**config.mk**
```make
export PLATFORM = sky130hd
export DESIGN_NAME = run_length_logger
export DESIGN_NICKNAME = d
export VERILOG_FILES = /design/src/rtl/run_length_logger.sv
export SDC_FILE = /design/constraint.sdc
export NUM_CORES = 1
export LEC_CHECK = 0
export ABC_AREA = 1
export CAP_MARGIN = 25
export CORE_MARGIN = 5
export CORE_UTILIZATION = 34
export DETAILED_ROUTE_END_ITERATION = 6
export RECOVER_POWER = 100
export SLEW_MARGIN = 20
export SYNTH_ARGS = -nofsm -noshare
export SYNTH_HDL_FRONTEND = slang
export SYNTH_SLANG_ARGS = --single-unit
```
**constraint.sdc**
```tcl
create_clock -name clk -period 2.1 [get_ports clk]
set_input_delay 0.63 -clock clk [delete_from_list [all_inputs] [get_ports clk]]
set_output_delay 0.63 -clock clk [all_outputs]
set_load 0.1 [all_outputs]
```
**src/rtl/run_length_logger.sv**
```systemverilog
// run_length_logger: measures each contiguous high interval of z, counts completed
// runs, and buffers run lengths in a first-word-fall-through FIFO drained by a
// valid/ready port. A sticky overflow flag records any dropped length.
module run_length_logger #(
  parameter int unsigned CNT_W = 8,
  parameter int unsigned EVT_W = 8,
  parameter int unsigned DEPTH = 4
) (
  input  logic             clk,
  input  logic             reset,
  input  logic             z,
  input  logic             out_ready,
  output logic             out_valid,
  output logic [CNT_W-1:0] out_len,
  output logic [EVT_W-1:0] event_count,
  output logic             busy,
  output logic             overflow
);

  localparam int unsigned      PTR_W    = $clog2(DEPTH);
  localparam logic [PTR_W:0]   OCC_FULL = (PTR_W + 1)'(DEPTH);
  localparam logic [CNT_W-1:0] LEN_MAX  = {CNT_W{1'b1}};

  typedef enum logic [0:0] {StIdle, StRun} state_e;

  state_e           state_q;
  logic [CNT_W-1:0] len_q;
  logic [CNT_W-1:0] mem_q [DEPTH];
  logic [PTR_W-1:0] wr_ptr_q;
  logic [PTR_W-1:0] rd_ptr_q;
  logic [PTR_W:0]   occ_q;

  logic run_end;
  logic pop;
  logic push;
  logic full;
  logic drop;

  // Run completion, FIFO handshake and drop decision
  always_comb begin
    run_end   = (state_q == StRun) && !z;
    out_valid = (occ_q != '0);
    out_len   = mem_q[rd_ptr_q];
    pop       = out_valid && out_ready;
    full      = (occ_q == OCC_FULL);
    // A pop in the same cycle frees the slot, so a full FIFO still accepts the push
    push      = run_end && (!full || pop);
    drop      = run_end && full && !pop;
  end

  // Run-tracking FSM with registered busy, event counter and sticky overflow
  always_ff @(posedge clk or posedge reset) begin
    if (reset) begin
      state_q     <= StIdle;
      len_q       <= '0;
      busy        <= 1'b0;
      event_count <= '0;
      overflow    <= 1'b0;
    end else begin
      if (drop) begin
        overflow <= 1'b1;
      end
      unique case (state_q)
        StIdle: begin
          if (z) begin
            state_q <= StRun;
            len_q   <= {{(CNT_W-1){1'b0}}, 1'b1};
            busy    <= 1'b1;
          end
        end
        StRun: begin
          if (z) begin
            if (len_q != LEN_MAX) begin
              len_q <= len_q + 1'b1;
            end
          end else begin
            state_q     <= StIdle;
            busy        <= 1'b0;
            event_count <= event_count + 1'b1;
          end
        end
        default: begin
          state_q <= StIdle;
          busy    <= 1'b0;
        end
      endcase
    end
  end

  // FIFO storage, pointers and occupancy
  always_ff @(posedge clk or posedge reset) begin
    if (reset) begin
      for (int i = 0; i < int'(DEPTH); i++) begin
        mem_q[i] <= '0;
      end
      wr_ptr_q <= '0;
      rd_ptr_q <= '0;
      occ_q    <= '0;
    end else begin
      if (push) begin
        mem_q[wr_ptr_q] <= len_q;
        wr_ptr_q        <= wr_ptr_q + 1'b1;
      end
      if (pop) begin
        rd_ptr_q <= rd_ptr_q + 1'b1;
      end
      if (push && !pop) begin
        occ_q <= occ_q + 1'b1;
      end else if (pop && !push) begin
        occ_q <= occ_q - 1'b1;
      end
    end
  end

endmodule

```
==> impl_metrics.yaml <==
run_status:
  run_status: "finished, final reports clean"
finish:
  finalNetCount: 372
  final_cells: 468
  antenna-diode-count: 0
  drive_above_1_share_pct: 25.3
  areaGrowthSynthToFinish_pct: 27.4
clock_tree:
  cts-root-buf: "clkbuf_8"
  cts.sink_count: 58
  htreeDepth: 3
  worst_setup_hold_path_clk_slew_ns: 0.07
  post_cts.repair.setup_buffers: 0
  clock_path_buffers: 2
  clock_buffer_count_from_cts: 9
  insertion_delay_ns: 0.34
  tritoncts_clock_tree: "built"
die:
  start_util_pct: 35.1
  std_cell_rows: 33
  top_level_ports: 23
  coreArea_um2: 8260
  die-height_um: 102
  die_w_um: 102
  floorplan.die_area_um2: 10500
synth:
  mappedNetlistArea_um2: 2900
  synth.top_cells.by_count: "nand2_1 (81), dfrtp_1 (58), o21ai_0 (35)"
  synth-edff-count: 0
  synth_sequential_area_ratio_pct: 50.1
  ys_seq_elements: 58
  ys_warn_count: 0
  synthArstFlopShare_pct: 100
  synth.lib_cells_used.distinct: 31
  synth_top_cell_area_share_pct: 50.1
  average_size_of_a_mapped_cell_um2: 9.06
  synth_flop_cell: "dfrtp_1"
  mappedNetlistNets: 334
  synthTopCellsByArea: "dfrtp_1 (50%), nand2_1 (10%), o21ai_0 (6.0%), o21a_1 (5.2%), ha_1 (3.9%)"
  synthCells: 320
  post-synth-top-count-cell: "nand2_1"
  synth.largest_area_cell: "dfrtp_1"
critical_path:
  slowest_stage: "dfrtp_2"
  arrival_ns: 1.47
  worst_setup_path_end_kind: "primary output"
  cpPeakStageDelay_ns: 0.49
  crit_path_cell_trace: "buf_12 > o21ai_2 > o22ai_2 > buf_12"
  critical-path-top-delay-family: "flip-flops"
  setup.worst_path.start_class: "flip-flop"
  crit_type: "flip-flop to primary output"
  worstPathRequired_ns: 1.47
  timing.critical_path.buf_inv: 2
  path_common_cell: "buf_12"
  path_max_fanout: 8
placement:
  gp_congestion: 0.784
  portBuffers: 22
  dp.cells: 451
  dp_hpwl_um: 4150
route:
  drt_iter0_markers: 83
  drc: 0
  routed_via_density: 4.65
  wire_length_reported_by_the_detailed_router_um: 5980
  num_vias: 2175
  drt-wirelength-per-cell_um: 12.8
  final_antenna_net_count: 0
  drtPass1Iterations: 4
worst_hold_path:
  min-delay-path-class: "flip-flop to flip-flop"
sta:
  worst-slew-pin-transition_ns: 0.807
  timing.final.crit_share_pct: 99.8
  slew_headroom_pct: 46.2
  fmaxAchievable_ghz: 0.477
  slew_violations: 0
  fin_crit_ns: 2.10
  finalClockSkew_ns: 0.0100
  rsz0062_at_grt: "yes"
  final_setup_violation_count: 0
  final-hold-violation-count: 0
global_route:
  grt_pass1_wl_um: 11000
  number_of_antenna_violations_at_the_first_check_in_global_routing: 0
  overflow: 0
  global_route.usage.total_pct: 13.7
  grt_pass1_vias: 2273
  grt_max_degree: 59
run:
  timing.max_cap.violations: 0
[what timing repair did]
item,4_1_cts,5_1_grt
hold endpoints to repair,0,0
pin swaps,3,2
resized for setup,38,9
endpoints found under the setup margin,10,10
hold buffers,0,0
cloned,1,0
[cells in the final DEF (no fill, tap or decap), types with 9 or more instances in the layout]
cell type	netlist	layout
nor2_1	27	22
o21a_1	20	20
nand2_1	81	81
clkbuf_8	0	9
dfrtp_1	58	57
nor2_2	3	9
ha_1	9	9
o21ai_0	35	19
inv_1	28	24
buf_12	0	11
clkbuf_2	1	12
[worst register-to-register path, cell delays in order, from the launching register on]
cell and delay (ns):
dfrtp_1 0.43, nor2_1 0.31, nand2_4 0.12, nand2_8 0.09, inv_4 0.03, ha_1 0.18
inv_2 0.07, fa_2 0.42, mux2_2 0.26
[state kept, by name (all words and copies together) (netlist names)]
| register | cells |
|---|---|
| busy | 1 |
| event_count | 8 |
| len_q | 8 |
| mem_q | 32 |
| occ_q | 3 |
| overflow | 1 |
| rd_ptr_q | 2 |
| state_q | 1 |
| wr_ptr_q | 2 |
[final cells by class]
| class | instances | area [um2] |
|---|---|---|
| Inverter | 29 | 119 |
| Clock buffer | 10 | 128 |
| Multi-Input combinational cell | 221 | 1400 |
| Tap cell | 105 | 131 |
| Sequential cell | 58 | 1450 |
| Fill cell | 832 | 4560 |
| Clock inverter | 6 | 57.6 |
| Timing Repair Buffer | 39 | 407 |
[metal layers]
layer | vias up | track usage, % | share of wire [%]
met5 | - | 0 | 0
met4 | 0 | 6.76 | 2.6
met3 | 15 | 3.48 | 3.3
met2 | 33 | 20.7 | 45
li1 | 1109 | - | -
met1 | 1018 | 18.2 | 49
[logic make-up after synthesis]
family          after synthesis  share of synthesized area (%)
mux                           1                          0.388
xor+xnor                     12                           3.63
fa+ha+maj                    10                           4.57
simple gates                129                           20.0
compound gates               69                           14.2
buf+inv                      41                           7.16
flops                        58                           50.1
[through the flow]
step	setup TNS (ns)	area, um2	utilization, %	hold WS [ns]	worst slack, ns
final	0	3690	44.7	0.490	0.00481
after CTS	-0.192	3890	47.2	0.494	-0.0412
after global routing	-0.956	3690	44.7	0.514	-0.0776
after floorplan	-0.155	3030	-	0.457	-0.155
after detailed placement	-5.72	3630	43.9	0.475	-0.393
after global placement	-5.28	3630	43.9	0.468	-0.361
[path summary, 6_finish.rpt]
kind                                     start             end  slack [ns]  cells after the start
worst max register to register        occ_q[0]        occ_q[1]        0.07                      8
worst min register to register  event_count[7]  event_count[7]        0.49                      1
worst min-delay path            event_count[7]  event_count[7]        0.49                      1
worst max-delay path               rd_ptr_q[0]      out_len[5]       0.005                      4
min in group asynchronous                reset            busy        0.99                      3
max in group asynchronous                reset     rd_ptr_q[0]        0.54                      3
Power is left out: the tool's default activity adds up to more than one toggle a clock period on the data nets, which glitch-free logic cannot reach.
